File: config.mk
export PLATFORM = sky130hd
export DESIGN_NAME = onehot_decoder_stream
export DESIGN_NICKNAME = d
export VERILOG_FILES = /design/src/rtl/onehot_dec_pkg.sv /design/src/rtl/dec_buf2.sv /design/src/rtl/onehot_decoder_stream.sv
export SDC_FILE = /design/constraint.sdc
export NUM_CORES = 1
export LEC_CHECK = 0
export CAP_MARGIN = 20
export CORE_MARGIN = 1.5
export CORE_UTILIZATION = 46
export CTS_CLUSTER_SIZE = 10
export DETAILED_ROUTE_END_ITERATION = 16
export PLACE_DENSITY = 0.75
export SETUP_SLACK_MARGIN = 0.4
export SLEW_MARGIN = 0
export SYNTH_ARGS = -nofsm -noshare
export SYNTH_HDL_FRONTEND = slang
export SYNTH_SLANG_ARGS = --single-unit
File: constraint.sdc
create_clock -name clk -period 1.9 [get_ports clk]
set_clock_uncertainty 0.2 [all_clocks]
set_input_delay 0.57 -clock clk [delete_from_list [all_inputs] [get_ports clk]]
set_output_delay 0.57 -clock clk [all_outputs]
set_load 0.01 [all_outputs]
File: src/rtl/onehot_dec_pkg.sv
// Shared types for the streaming binary-to-one-hot decoder: buffer entry,
// buffer depth and occupancy encoding.
package onehot_dec_pkg;

    // Upper bound on NUM_BITS; entries carry this many one-hot bits and the
    // top level uses only the low NUM_BITS of them.
    localparam int MAX_ONEHOT_BITS = 64;
    localparam int BUF_DEPTH       = 2;

    typedef logic [1:0] occ_t;

    typedef struct packed {
        logic [MAX_ONEHOT_BITS-1:0] onehot;
        logic                       err;
    } entry_t;

endpackage

File: src/rtl/dec_buf2.sv
// Two-entry register FIFO. The head entry register drives the output directly,
// so the consumer always sees registered data.
module dec_buf2
    import onehot_dec_pkg::*;
(
    input  logic   clk,
    input  logic   rst_n,
    input  logic   push,
    input  logic   pop,
    input  entry_t din,
    output entry_t dout,
    output logic   full,
    output logic   empty
);

    entry_t slot0_reg;
    entry_t slot1_reg;
    occ_t   occ_reg;

    always_ff @(posedge clk or negedge rst_n) begin
        if (!rst_n) begin
            slot0_reg <= '0;
            slot1_reg <= '0;
            occ_reg   <= '0;
        end else begin
            case (occ_reg)
                2'd0: begin
                    if (push) begin
                        slot0_reg <= din;
                        occ_reg   <= 2'd1;
                    end
                end
                2'd1: begin
                    if (push && pop) begin
                        slot0_reg <= din;
                    end else if (push) begin
                        slot1_reg <= din;
                        occ_reg   <= 2'd2;
                    end else if (pop) begin
                        // Clear the head so an empty buffer presents all-zero data.
                        slot0_reg <= '0;
                        occ_reg   <= 2'd0;
                    end
                end
                2'd2: begin
                    if (pop) begin
                        slot0_reg <= slot1_reg;
                        slot1_reg <= '0;
                        occ_reg   <= 2'd1;
                    end
                end
                default: begin
                    occ_reg <= '0;
                end
            endcase
        end
    end

    assign dout  = slot0_reg;
    assign full  = (occ_reg == occ_t'(BUF_DEPTH));
    assign empty = (occ_reg == 2'd0);

endmodule

File: src/rtl/onehot_decoder_stream.sv
// Streaming binary-index to one-hot decoder with valid/ready on both sides,
// a two-entry output buffer and a saturating out-of-range counter.
module onehot_decoder_stream
    import onehot_dec_pkg::*;
#(
    parameter int NUM_BITS     = 16,
    parameter int IN_BITS      = 4,
    parameter int ERR_CNT_BITS = 8
) (
    input  logic                    clk,
    input  logic                    rst_n,
    input  logic                    enable,
    input  logic                    in_valid,
    output logic                    in_ready,
    input  logic [IN_BITS-1:0]      binary_in,
    output logic                    out_valid,
    input  logic                    out_ready,
    output logic [NUM_BITS-1:0]     decoder_out,
    output logic                    out_err,
    output logic [ERR_CNT_BITS-1:0] err_count,
    input  logic                    err_clear
);

    logic                    push;
    logic                    pop;
    logic                    buf_full;
    logic                    buf_empty;
    logic                    code_oor;
    logic                    bad_accept;
    logic [NUM_BITS-1:0]     dec_word;
    entry_t                  din;
    entry_t                  dout;
    logic [ERR_CNT_BITS-1:0] err_count_reg;
    logic                    unused_hi;

    // in_ready depends only on registered occupancy, never on out_ready.
    assign in_ready  = !buf_full;
    assign out_valid = !buf_empty;
    assign push      = in_valid && in_ready;
    assign pop       = out_valid && out_ready;

    assign code_oor   = (32'(binary_in) >= NUM_BITS);
    assign dec_word   = NUM_BITS'(1) << binary_in;
    assign bad_accept = push && enable && code_oor;

    always_comb begin
        din = '0;
        if (enable) begin
            if (code_oor) begin
                din.err = 1'b1;
            end else begin
                din.onehot = MAX_ONEHOT_BITS'(dec_word);
            end
        end
    end

    dec_buf2 u_buf (
        .clk   (clk),
        .rst_n (rst_n),
        .push  (push),
        .pop   (pop),
        .din   (din),
        .dout  (dout),
        .full  (buf_full),
        .empty (buf_empty)
    );

    assign decoder_out = dout.onehot[NUM_BITS-1:0];
    assign out_err     = dout.err;
    assign unused_hi   = ^dout.onehot;

    // A clear coinciding with a bad accept lands on 1 so that event is kept.
    always_ff @(posedge clk or negedge rst_n) begin
        if (!rst_n) begin
            err_count_reg <= '0;
        end else if (err_clear) begin
            err_count_reg <= bad_accept ? ERR_CNT_BITS'(1) : '0;
        end else if (bad_accept && (err_count_reg != {ERR_CNT_BITS{1'b1}})) begin
            err_count_reg <= err_count_reg + 1'b1;
        end
    end

    assign err_count = err_count_reg;

endmodule

==> tab_implementation.tex, run 1 <==
\begin{tabular}{lr}
\hline
Metric & Value \\
\hline
\multicolumn{2}{l}{\textbf{Synth}} \\
\quad Cell types occupying the most area after synthesis & dfrtp\_1, mux2\_4, nor2\_1 \\
\quad Synthesized area divided by synthesized cell count & 10.4 um2 \\
\quad Number of warnings issued by yosys & 0 \\
\quad Register area share after synthesis & 44.2\% \\
\quad Cell with the most instances after synthesis & nor2\_1 \\
\quad Async set or reset register ratio after synthesis & 100\% \\
\quad Number of flops mapped to enable cells by yosys & 0 \\
\quad Share of the synthesized area in the top cell type & 44.2\% \\
\quad Cell types with the highest counts after synthesis & nor2\_1, dfrtp\_1, nand2\_1 \\
\quad Synthesis-stage register bit count & 34 \\
\quad Total standard cell area after synthesis & 0.00192 mm2 \\
\quad Cells after synthesis & 185 \\
\quad Biggest area consumer among synthesized cells & dfrtp\_1 \\
\quad Most frequently used flop master after synthesis & dfrtp\_1 \\
\quad Number of library cell types mapped by synthesis & 35 \\
\multicolumn{2}{l}{\textbf{Layout}} \\
\quad Fraction of layout cells with a size suffix above 1 & 49.2\% \\
\quad Fill cells & about 290 \\
\quad Area growth syn-to-layout & 48.5\% \\
\quad Post-route design area & 0.00286 mm2 \\
\quad Layout net count & 273 \\
\quad Diode count & 0 \\
\multicolumn{2}{l}{\textbf{CTS}} \\
\quad Clock insertion delay at the later pin of the skew report & $\sim$0.28 ns \\
\quad Maximum buffer depth of the clock tree & 2 \\
\quad TritonCTS clock tree & done \\
\quad Number of clock buffers inserted by TritonCTS & 5 \\
\quad CTS sink cnt & 34 \\
\quad CTS root buf & clkbuf\_8 \\
\quad Clock input transition at the sequential cells of the worst setup and hold paths & roughly 0.07 ns \\
\quad H-tree levels & 2 \\
\multicolumn{2}{l}{\textbf{Worst setup path}} \\
\quad Largest fanout on the critical path & 8 \\
\quad Type of origin of the critical path & flop \\
\quad Cell count of the worst reg-to-reg path & 9 \\
\quad Worst flop-to-flop path startpoint & u\_buf.occ\_reg[1] \\
\quad Endpoint class of the critical path & flop \\
\quad FF-to-FF End & u\_buf.dout[7] \\
\quad Required time of the worst setup path & 1.91 ns \\
\quad Crit Path Category & flop to flop \\
\quad Data arrival time of the critical path & 2.21 ns \\
\quad R2R Setup Slk & -0.30 ns \\
\multicolumn{2}{l}{\textbf{Pwr}} \\
\quad Sw Share & 38.4\% \\
\quad Power density over the cells & around 1600 mW/mm2 \\
\quad Maximum ir drop on the vdd rail & 0.958 mV \\
\quad Proportion of power drawn by flip-flops and latches & 24.5\% \\
\quad Switching power & 1.75 mW \\
\quad Leakage Power & 1.35 nW \\
\quad Share of power burned in combinational logic & 64.5\% \\
\quad Internal & 2.81 mW \\
\quad Share of total power in the clock network & 11.0\% \\
\multicolumn{2}{l}{\textbf{Floorplan}} \\
\quad Die boundary height & 67.7 um \\
\quad DIE AREA & 0.00458 mm2 \\
\quad Top Ports & 37 \\
\quad Starting Density & between 40\% and 50\% \\
\quad Total core area & 0.00400 mm2 \\
\quad Die width & 67.7 um \\
\quad Standard-cell rows & 23 \\
\multicolumn{2}{l}{\textbf{Detailed routing}} \\
\quad TritonRoute pass-1 iters & 4 \\
\quad Number of design rule violations left after detail routing & 0 \\
\quad Routed WL & 4.97 mm \\
\quad Remaining number of nets flagged by the antenna check after routing & 0 \\
\quad Via total after detailed routing & 1583 \\
\quad Number of DRC violations after detailed-routing iteration 0 & roughly 120 \\
\quad WL per Instance & 16.1 um \\
\quad Average vias per placed instance & just over 5 \\
\multicolumn{2}{l}{\textbf{STA}} \\
\quad Max Fclk & 454 MHz \\
\quad Final total negative setup slack & -8.08 ns \\
\quad Number of slew-limit violations in the final report & 0 \\
\quad Final hold viol count & 0 \\
\quad PnR worst setup slack & -0.302 ns \\
\quad Number of setup violations in the final report & 36 \\
\quad Final critical path time including I/O delays and setup & 2.20 ns \\
\quad RSZ-0062 raised after global routing & yes \\
\quad Crit share post-route & 116\% \\
\multicolumn{2}{l}{\textbf{Hold path}} \\
\quad Worst Hold Endpoint & u\_buf.slot1\_reg[3] \\
\quad Min-Delay Path Class & flop to flop \\
\quad Number of cells on the worst hold path & 1 \\
\quad Startpoint of the worst hold path & u\_buf.slot1\_reg[3] \\
\multicolumn{2}{l}{\textbf{Status}} \\
\quad Violated checks & negative setup slack \\
\quad Result of the run & complete, but fails checks \\
\multicolumn{2}{l}{\textbf{Job}} \\
\quad Maximum Capacitance Violations & 0 \\
\multicolumn{2}{l}{\textbf{Global route}} \\
\quad Maximum number of pins on one net before global-route repair & 35 \\
\quad Initial antenna violation count & 0 \\
\quad Overall Global Routing Usage & 20.8\% \\
\quad Global-route wire length before repair & 7.04 mm \\
\quad Number of global-route vias before repair & 1470 \\
\quad Overall overflow remaining after global route & 0 \\
\multicolumn{2}{l}{\textbf{Placed design}} \\
\quad Placed standard-cell area & 0.00241 mm2 \\
\quad Detailed placement HPWL & approximately 2.7 mm \\
\quad Routability-driven placement congestion ratio & 0.788 \\
\quad Port-buffer cells & 26 \\
\hline
\end{tabular}
critical path, stage by stage (launching register included):
cell and delay [ns]:
dfrtp_1 0.39, buf_6 0.13, buf_6 0.12, ha_4 0.16, or3b_4 0.42, o32ai_4 0.25
buf_6 0.17, buf_16 0.13, nor2_1 0.04, a21oi_1 0.12
per-layer routing:
layer	up-vias	wire length (um)	GRT usage, %	part of all wire (%)
met5	-	0	0	0
met4	0	44	5.36	0.89
met3	5	127	3.50	2.6
met2	31	2500	34.8	50
met1	783	2300	28.0	46
li1	764	-	-	-
cell type report:
| class | instances | area [um2] | share of cell area, % |
|---|---|---|---|
| clock buffer | 5 | 68.8 | 2.41 |
| timing repair buffer | 74 | 661 | 23.1 |
| tap | 50 | 62.6 | 2.19 |
| sequential | 34 | 851 | 29.8 |
| clock inverter | 2 | 10.0 | 0.350 |
| inverter | 6 | 30.0 | 1.05 |
| multi-input combinational | 137 | 1170 | 41.1 |
layout by cell type, fill, tap and decap left out, types with 2 or more instances in the layout:
cell / synthesis / final
buf_6: 0 / 6
conb_1: 1 / 9
mux2_4: 10 / 16
clkinv_2: 0 / 2
dfrtp_1: 34 / 34
nor2_1: 35 / 30
inv_4: 0 / 3
o2bb2a_2: 0 / 4
buf_4: 11 / 36
nor2b_1: 3 / 3
clkdlybuf4s50_1: 0 / 6
inv_1: 6 / 3
buf_12: 0 / 4
nand2b_1: 2 / 2
nor2_2: 0 / 4
a2bb2oi_1: 4 / 4
ha_4: 0 / 4
a31oi_4: 1 / 5
nand2_1: 14 / 14
clkbuf_8: 0 / 5
buf_2: 3 / 17
a31oi_1: 8 / 4
a21oi_2: 0 / 5
buf_16: 0 / 2
nand3_1: 4 / 4
a21oi_1: 9 / 3
or3_1: 8 / 8
dlygate4sd2_1: 0 / 2
power by group through the flow:
stage,clock [mW],sequential (mW),combinational [mW]
global route,0.541,1.14,3.13
detailed placement,0,1.12,1.97
CTS,0.505,1.10,2.37
global placement,0,1.11,1.93
floorplan,0,1.18,1.19
finish,0.503,1.12,2.94
worst max-delay path by stage:
stage	endpoint	from	slack, ns	depth (start not counted)
final	u_buf.dout[7]	u_buf.occ_reg[1]	-0.30	9
after global routing	u_buf.dout[5]	u_buf.occ_reg[1]	-0.37	9
after CTS	u_buf.dout[11]	u_buf.occ_reg[1]	-0.22	9
after detailed placement	u_buf.dout[6]	in_valid	-0.51	6
after global placement	u_buf.occ_reg[1]	in_valid	-0.48	5
after floorplan	u_buf.slot1_reg[14]	u_buf.occ_reg[1]	-0.09	7
timing repair:
action / 4_1_cts / 5_1_grt
pin swaps: 6 / 8
gates cloned: 2 / 1
buffers inserted: 12 / 8
endpoints found under the setup margin: 52 / 52
hold buffers: 0 / 0
resized for setup: 88 / 36
metrics by stage:
stage / hold slack [ns] / cells / setup WS (ns) / power [mW] / util (%)
after floorplan: 0.0744 / 193 / -0.0929 / 2.37 / -
after global placement: 0.279 / 278 / -0.484 / 3.04 / 60.4
after detailed placement: 0.284 / 278 / -0.511 / 3.09 / 60.4
after CTS: 0.303 / 299 / -0.218 / 3.98 / 65.2
after global routing: 0.321 / 308 / -0.373 / 4.82 / 71.4
final: 0.313 / 308 / -0.302 / 4.56 / 71.4
cell families after synthesis:
group / Yosys count / synth area share (%)
adder cells (fa/ha/maj): 5 / 3.25
multiplexers: 18 / 12.4
AO/OA/AOI/OAI: 31 / 13.2
AND/OR/NAND/NOR: 74 / 19.5
other: 1 / 0.195
buffers and inverters: 22 / 7.22
flip-flops: 34 / 44.2
No activity file was read; power rests on OpenSTA's default activity.
==> inputs of run 2 (changes only) <==
--- a/config.mk
+++ b/config.mk
@@ -7,10 +7,10 @@
 export LEC_CHECK = 0
 export CAP_MARGIN = 20
 export CORE_MARGIN = 1.5
-export CORE_UTILIZATION = 46
+export CORE_UTILIZATION = 55
 export CTS_CLUSTER_SIZE = 10
 export DETAILED_ROUTE_END_ITERATION = 16
-export PLACE_DENSITY = 0.75
+export PLACE_DENSITY = 0.84
 export SETUP_SLACK_MARGIN = 0.4
 export SLEW_MARGIN = 0
 export SYNTH_ARGS = -nofsm -noshare
==> constraint.sdc (replaced) <==
create_clock -name clk -period 2.66 [get_ports clk]
set_clock_uncertainty 0.2 [all_clocks]
set_input_delay 0.798 -clock clk [delete_from_list [all_inputs] [get_ports clk]]
set_output_delay 0.798 -clock clk [all_outputs]
set_load 0.01 [all_outputs]
==> run 2 against run 1 <==
Compared with the run above:
- the run now ends clean
- sequential power shrank 29%
- first-iteration DRC count shrank 31%
- total power shrank 42%
- routed wire length decreased by 16%
- worst hold slack got worse by 0.0039 ns
- combinational power decreased by 46%
- via count down 4.9%
- largest cell class unchanged
- largest power group unchanged
==> tab_implementation.tex, run 2 (synthesis results as in run 1) <==
\begin{tabular}{lr}
\hline
Metric & Value \\
\hline
\multicolumn{2}{l}{\textbf{Global route}} \\
\quad Initial antenna violation count & 0 \\
\quad Overall overflow remaining after global route & 0 \\
\quad Number of global-route vias before repair & 1509 \\
\quad Global-route wire length before repair & 6.96 mm \\
\quad Maximum number of pins on one net before global-route repair & 35 \\
\quad Overall Global Routing Usage & 22.9\% \\
\multicolumn{2}{l}{\textbf{Hold path}} \\
\quad Number of cells on the worst hold path & 1 \\
\quad Min-Delay Path Class & flop to flop \\
\quad Startpoint of the worst hold path & u\_buf.slot1\_reg[11] \\
\quad Worst Hold Endpoint & u\_buf.slot1\_reg[11] \\
\multicolumn{2}{l}{\textbf{Floorplan}} \\
\quad DIE AREA & slightly below 0.004 mm2 \\
\quad Starting Density & 57.6\% \\
\quad Top Ports & 37 \\
\quad Die boundary height & about 62 um \\
\quad Total core area & 0.00334 mm2 \\
\quad Die width & 62.1 um \\
\quad Standard-cell rows & 21 \\
\multicolumn{2}{l}{\textbf{Detailed routing}} \\
\quad Routed WL & between 4 and 5 mm \\
\quad Remaining number of nets flagged by the antenna check after routing & 0 \\
\quad Number of design rule violations left after detail routing & 0 \\
\quad Number of DRC violations after detailed-routing iteration 0 & 85 \\
\quad WL per Instance & 15.3 um \\
\quad Average vias per placed instance & 5.52 \\
\quad TritonRoute pass-1 iters & 4 \\
\quad Via total after detailed routing & 1506 \\
\multicolumn{2}{l}{\textbf{Layout}} \\
\quad Leading cell type in the layout, fill and taps excluded & nor2\_1 \\
\quad Highest-count cells in the layout ignoring fill and taps & nor2\_1, dfrtp\_1, nand2\_1 \\
\quad Fraction of layout cells with a size suffix above 1 & 26.0\% \\
\quad Area growth syn-to-layout & 27.5\% \\
\quad Filler-free cell count of the finished design & 273 \\
\quad Fill cells & 233 \\
\quad Register area & around 850 um2 \\
\quad Multi-input gate area in the final layout & 996 um2 \\
\quad Layout net count & 242 \\
\quad Diode count & 0 \\
\multicolumn{2}{l}{\textbf{Worst setup path}} \\
\quad FF-to-FF End & u\_buf.dout[6] \\
\quad Crit Path Category & primary input to flop \\
\quad Largest fanout on the critical path & 5 \\
\quad R2R Setup Slk & approximately 0.49 ns \\
\quad Worst flop-to-flop path startpoint & u\_buf.occ\_reg[0] \\
\quad Type of origin of the critical path & primary input \\
\quad Startpoint of the worst setup timing path & binary\_in[0] \\
\quad Data arrival time of the critical path & $\sim$2.3 ns \\
\quad Required time of the worst setup path & 2.72 ns \\
\quad Endpoint class of the critical path & flop \\
\quad Cell count of the worst reg-to-reg path & 8 \\
\multicolumn{2}{l}{\textbf{STA}} \\
\quad Final total negative setup slack & 0 ns \\
\quad Max Fclk & 448 MHz \\
\quad Actual slew at the worst max-slew pin & 0.550 ns \\
\quad Final critical path time including I/O delays and setup & 2.23 ns \\
\quad RSZ-0062 raised after global routing & yes \\
\quad Crit share post-route & 84.0\% \\
\quad Relative max-transition margin & 63.3\% \\
\quad Number of setup violations in the final report & 0 \\
\quad Number of slew-limit violations in the final report & 0 \\
\quad Final hold viol count & 0 \\
\multicolumn{2}{l}{\textbf{CTS}} \\
\quad CTS root buf & clkbuf\_4 \\
\quad Number of clock buffers inserted by TritonCTS & 5 \\
\quad CTS sink cnt & 34 \\
\quad Clock input transition at the sequential cells of the worst setup and hold paths & $\sim$0.09 ns \\
\quad H-tree levels & 2 \\
\quad Clock insertion delay at the later pin of the skew report & 0.33 ns \\
\quad Maximum buffer depth of the clock tree & 2 \\
\quad TritonCTS clock tree & done \\
\quad Hold bufs inserted after CTS & 0 \\
\multicolumn{2}{l}{\textbf{Placed design}} \\
\quad Count of placed standard cells including taps & 259 \\
\quad Routability-driven placement congestion ratio & 0.826 \\
\quad Detailed placement HPWL & between 2 and 3 mm \\
\quad Port-buffer cells & 26 \\
\multicolumn{2}{l}{\textbf{Pwr}} \\
\quad Power density over the cells & 1070 mW/mm2 \\
\quad Leakage Power & about 1.3 nW \\
\quad Maximum ir drop on the vdd rail & 0.528 mV \\
\multicolumn{2}{l}{\textbf{Status}} \\
\quad Result of the run & complete, no violations \\
\multicolumn{2}{l}{\textbf{Job}} \\
\quad Maximum Capacitance Violations & 0 \\
\hline
\end{tabular}
run 2: cell count changes in the layout (fill, tap and decap cells not counted), sizes merged:
| cell | previous run | this run |
|---|---|---|
| clkdlybuf4s50 | 6 | 11 |
| clkbuf | 6 | 7 |
| dlymetal6s2s | 0 | 12 |
| dlygate4sd2 | 2 | 1 |
| buf | 65 | 19 |
| clkinv | 2 | 0 |
run 2: cell type report:
| class | count | area share (%) |
|---|---|---|
| multi-input cells | 137 | 40.6 |
| repair buffers | 43 | 19.5 |
| well taps | 46 | 2.35 |
| clock buffers | 7 | 1.84 |
| inverters | 6 | 0.918 |
| flip-flops and latches | 34 | 34.7 |
run 2: worst max-delay path by stage:
stage	slack [ns]	depth (start not counted)	endpoint
2_1_floorplan	0.57	7	u_buf.slot1_reg[14]
3_3_place_gp	0.04	5	u_buf.occ_reg[1]
3_5_place_dp	0.03	6	u_buf.dout[6]
4_1_cts	0.39	6	u_buf.slot1_reg[10]
5_1_grt	0.38	9	u_buf.dout[7]
6_report	0.43	5	u_buf.dout[10]
run 2: per-stage QoR:
step | power (mW) | util (%) | hold WS, ns | setup slack (ns) | instance area [um2]
finish | 2.63 | 73.5 | 0.309 | 0.427 | 2450
global route | 2.79 | 73.5 | 0.335 | 0.382 | 2450
CTS | 2.63 | 72.1 | 0.308 | 0.388 | 2400
detailed placement | 2.09 | 67.6 | 0.283 | 0.0288 | 2250
global placement | 2.06 | 67.6 | 0.278 | 0.0370 | 2250
floorplan | 1.64 | - | 0.270 | 0.565 | 1950
run 2: worst max-delay path, cell delays in order:
cell	delay, ns
clkdlybuf4s50_1	0.55
nor2b_1	0.21
nand3_1	0.21
or3_1	0.37
a31oi_1	0.16
run 2: power by group:
part           internal (mW)  total (mW)  switching (mW)
Combinational          0.844        1.58           0.732
Clock                 0.0995       0.251           0.152
Sequential             0.700       0.800          0.0999
run 2: repair_timing:
item / CTS / global route
setup buffers: 4 / 1
cloned: 2 / 0
gates resized for setup: 18 / 18
endpoints found under the setup margin: 18 / 42
pin swaps: 3 / 3
run 2: metal layers:
| metal | GRT usage [%] | share of wire, % |
|---|---|---|
| met1 | 30.1 | 44 |
| met2 | 37.2 | 49 |
| met3 | 3.62 | 4.8 |
| met4 | 11.4 | 1.8 |
| met5 | 0 | 0 |
==> inputs of run 3 (changes only) <==
--- a/config.mk
+++ b/config.mk
@@ -7,10 +7,10 @@
 export LEC_CHECK = 0
 export CAP_MARGIN = 20
 export CORE_MARGIN = 1.5
-export CORE_UTILIZATION = 55
+export CORE_UTILIZATION = 51
 export CTS_CLUSTER_SIZE = 10
 export DETAILED_ROUTE_END_ITERATION = 16
-export PLACE_DENSITY = 0.84
+export PLACE_DENSITY = 0.79
 export SETUP_SLACK_MARGIN = 0.4
 export SLEW_MARGIN = 0
 export SYNTH_ARGS = -nofsm -noshare
==> constraint.sdc (replaced) <==
create_clock -name clk -period 2.1 [get_ports clk]
set_clock_uncertainty 0.2 [all_clocks]
set_input_delay 0.63 -clock clk [delete_from_list [all_inputs] [get_ports clk]]
set_output_delay 0.63 -clock clk [all_outputs]
set_load 0.01 [all_outputs]
==> run 3 against run 2 <==
Compared with the run above:
- the run now ends with negative setup slack left
- non-clock buffer count rose by 20
- worst hold slack better by 0.0022 ns
- utilization grew 2.0 points
- total power is 48% higher
- first-iteration DRC count increased by 40%
- sequential cell count unchanged
- clock power is 84% higher
- critical endpoint is now u_buf.dout[5]
- largest power group unchanged
==> tab_implementation.tex, run 3 (synthesis results as in run 1) <==
\begin{tabular}{lr}
\hline
Metric & Value \\
\hline
\multicolumn{2}{l}{\textbf{Floorplan}} \\
\quad Starting Density & 52.9\% \\
\quad Total core area & 0.00363 mm2 \\
\quad Die width & 64.4 um \\
\quad Standard-cell rows & 22 \\
\quad DIE AREA & a little over 0.004 mm2 \\
\quad Die boundary height & approximately 64 um \\
\quad Top Ports & 37 \\
\multicolumn{2}{l}{\textbf{Detailed routing}} \\
\quad Number of design rule violations left after detail routing & 0 \\
\quad Routed WL & 5.11 mm \\
\quad TritonRoute pass-1 iters & 4 \\
\quad Number of DRC violations after detailed-routing iteration 0 & 119 \\
\quad Remaining number of nets flagged by the antenna check after routing & 0 \\
\quad Average vias per placed instance & 5.58 \\
\quad Via total after detailed routing & 1645 \\
\quad WL per Instance & 17.3 um \\
\multicolumn{2}{l}{\textbf{Global route}} \\
\quad Number of global-route vias before repair & approximately 1600 \\
\quad Initial antenna violation count & 0 \\
\quad Global-route wire length before repair & about 7.7 mm \\
\quad Overall Global Routing Usage & 24.1\% \\
\quad Maximum number of pins on one net before global-route repair & 35 \\
\quad Overall overflow remaining after global route & 0 \\
\multicolumn{2}{l}{\textbf{STA}} \\
\quad Final critical path time including I/O delays and setup & 2.12 ns \\
\quad Number of setup violations in the final report & 2 \\
\quad RSZ-0062 raised after global routing & yes \\
\quad PnR worst setup slack & -0.0206 ns \\
\quad Max Fclk & roughly 470 MHz \\
\quad Number of slew-limit violations in the final report & 0 \\
\quad Final hold viol count & 0 \\
\quad Crit share post-route & 101\% \\
\multicolumn{2}{l}{\textbf{CTS}} \\
\quad Maximum buffer depth of the clock tree & 2 \\
\quad CTS root buf & clkbuf\_8 \\
\quad Hold bufs inserted after CTS & 0 \\
\quad Number of clock buffers inserted by TritonCTS & 5 \\
\quad CTS sink cnt & 34 \\
\quad Clock insertion delay at the later pin of the skew report & 0.28 ns \\
\quad H-tree levels & 2 \\
\quad TritonCTS clock tree & done \\
\quad Clock input transition at the sequential cells of the worst setup and hold paths & 0.07 ns \\
\multicolumn{2}{l}{\textbf{Placed design}} \\
\quad Pre-CTS setup slack & -0.376 ns \\
\quad Routability-driven placement congestion ratio & around 0.9 \\
\quad Port-buffer cells & 26 \\
\quad Detailed placement HPWL & roughly 2.8 mm \\
\quad Count of placed standard cells including taps & approximately 280 \\
\multicolumn{2}{l}{\textbf{Layout}} \\
\quad Multi-input gate area in the final layout & 0.00112 mm2 \\
\quad Fraction of layout cells with a size suffix above 1 & 46.6\% \\
\quad Diode count & 0 \\
\quad Highest-count cells in the layout ignoring fill and taps & nor2\_1, dfrtp\_1, buf\_4 \\
\quad Register area & 851 um2 \\
\quad Fill cells & roughly 240 \\
\quad Area growth syn-to-layout & 42.6\% \\
\quad Filler-free cell count of the finished design & 295 \\
\quad Layout net count & 262 \\
\multicolumn{2}{l}{\textbf{Job}} \\
\quad Maximum Capacitance Violations & 0 \\
\multicolumn{2}{l}{\textbf{Worst setup path}} \\
\quad Largest fanout on the critical path & 5 \\
\quad Endpoint class of the critical path & flop \\
\quad Required time of the worst setup path & 2.10 ns \\
\quad Type of origin of the critical path & primary input \\
\quad Crit Path Category & primary input to flop \\
\quad Data arrival time of the critical path & roughly 2.1 ns \\
\multicolumn{2}{l}{\textbf{Hold path}} \\
\quad Min-Delay Path Class & flop to flop \\
\multicolumn{2}{l}{\textbf{Pwr}} \\
\quad Power density over the cells & around 1400 mW/mm2 \\
\quad Maximum ir drop on the vdd rail & slightly below 0.8 mV \\
\quad Leakage Power & 1.31 nW \\
\multicolumn{2}{l}{\textbf{Status}} \\
\quad Result of the run & complete, but fails checks \\
\quad Violated checks & negative setup slack \\
\hline
\end{tabular}
==> run 3: cell types whose count changed in the layout (fill, tap and decap cells not counted), sizes merged <==
cell           delta
clkdlybuf4s50     -7
clkinvlp          +1
dlymetal6s2s     -11
buf              +35
dlygate4sd2       +2
==> run 3: worst paths after layout <==
path | cells after the start | slack [ns] | start | end
setup / recovery | 5 | -0.02 | binary_in[2] | u_buf.dout[5]
hold / removal | 1 | 0.31 | u_buf.slot1_reg[3] | u_buf.slot1_reg[3]
setup reg to reg | 8 | 0 | u_buf.occ_reg[1] | u_buf.dout[10]
hold reg to reg | 1 | 0.31 | u_buf.slot1_reg[3] | u_buf.slot1_reg[3]
max in group asynchronous | 2 | 1.01 | rst_n | u_buf.dout[11]
min in group asynchronous | 2 | 0.51 | rst_n | u_buf.dout[4]
==> run 3: final cells by class <==
type / count / area share [%]
Clock buffer: 6 / 2.65
Inverter: 6 / 1.00
Clock inverter: 1 / 0.274
Multi-Input combinational cell: 137 / 40.7
Tap cell: 48 / 2.19
Timing Repair Buffer: 63 / 22.1
Sequential cell: 34 / 31.0
==> run 3: what timing repair did <==
item                                    CTS  global route
gates resized for setup                  98            22
buffers inserted                          8             2
gates cloned                              2             1
endpoints found under the setup margin   52            36
pin swaps                                 4             4
==> run 3: metrics by stage <==
stage / area (um2) / TNS (ns) / hold slack (ns) / power, mW / utilization, %
6_report: 2740 / -0.0243 / 0.311 / 3.88 / 75.4
3_5_place_dp: 2420 / -11.35 / 0.290 / 2.80 / 66.5
3_3_place_gp: 2420 / -10.53 / 0.278 / 2.76 / 66.5
2_1_floorplan: 1980 / 0 / 0.134 / 2.15 / -
4_1_cts: 2610 / 0 / 0.308 / 3.62 / 71.8
5_1_grt: 2740 / -0.924 / 0.324 / 4.10 / 75.4
==> run 3: worst max-delay path, cell delays in order <==
cell and delay [ns]:
clkdlybuf4s50_1 0.58, nor2b_1 0.24, nand2_1 0.11, or3_1 0.37, a31oi_1 0.19
==> run 3: where the power goes <==
part	total (mW)	internal [mW]	switching, mW
clock network	0.463	0.227	0.236
registers	1.01	0.887	0.122
logic	2.41	1.27	1.14
total	3.88	2.38	1.50
==> run 3: per-layer routing <==
layer,global-route usage (%),vias up,wire length (um)
li1,-,741,-
met1,30.3,837,2180
met2,40.6,54,2590
met3,5.46,13,231
met4,9.04,0,115
met5,0,-,0
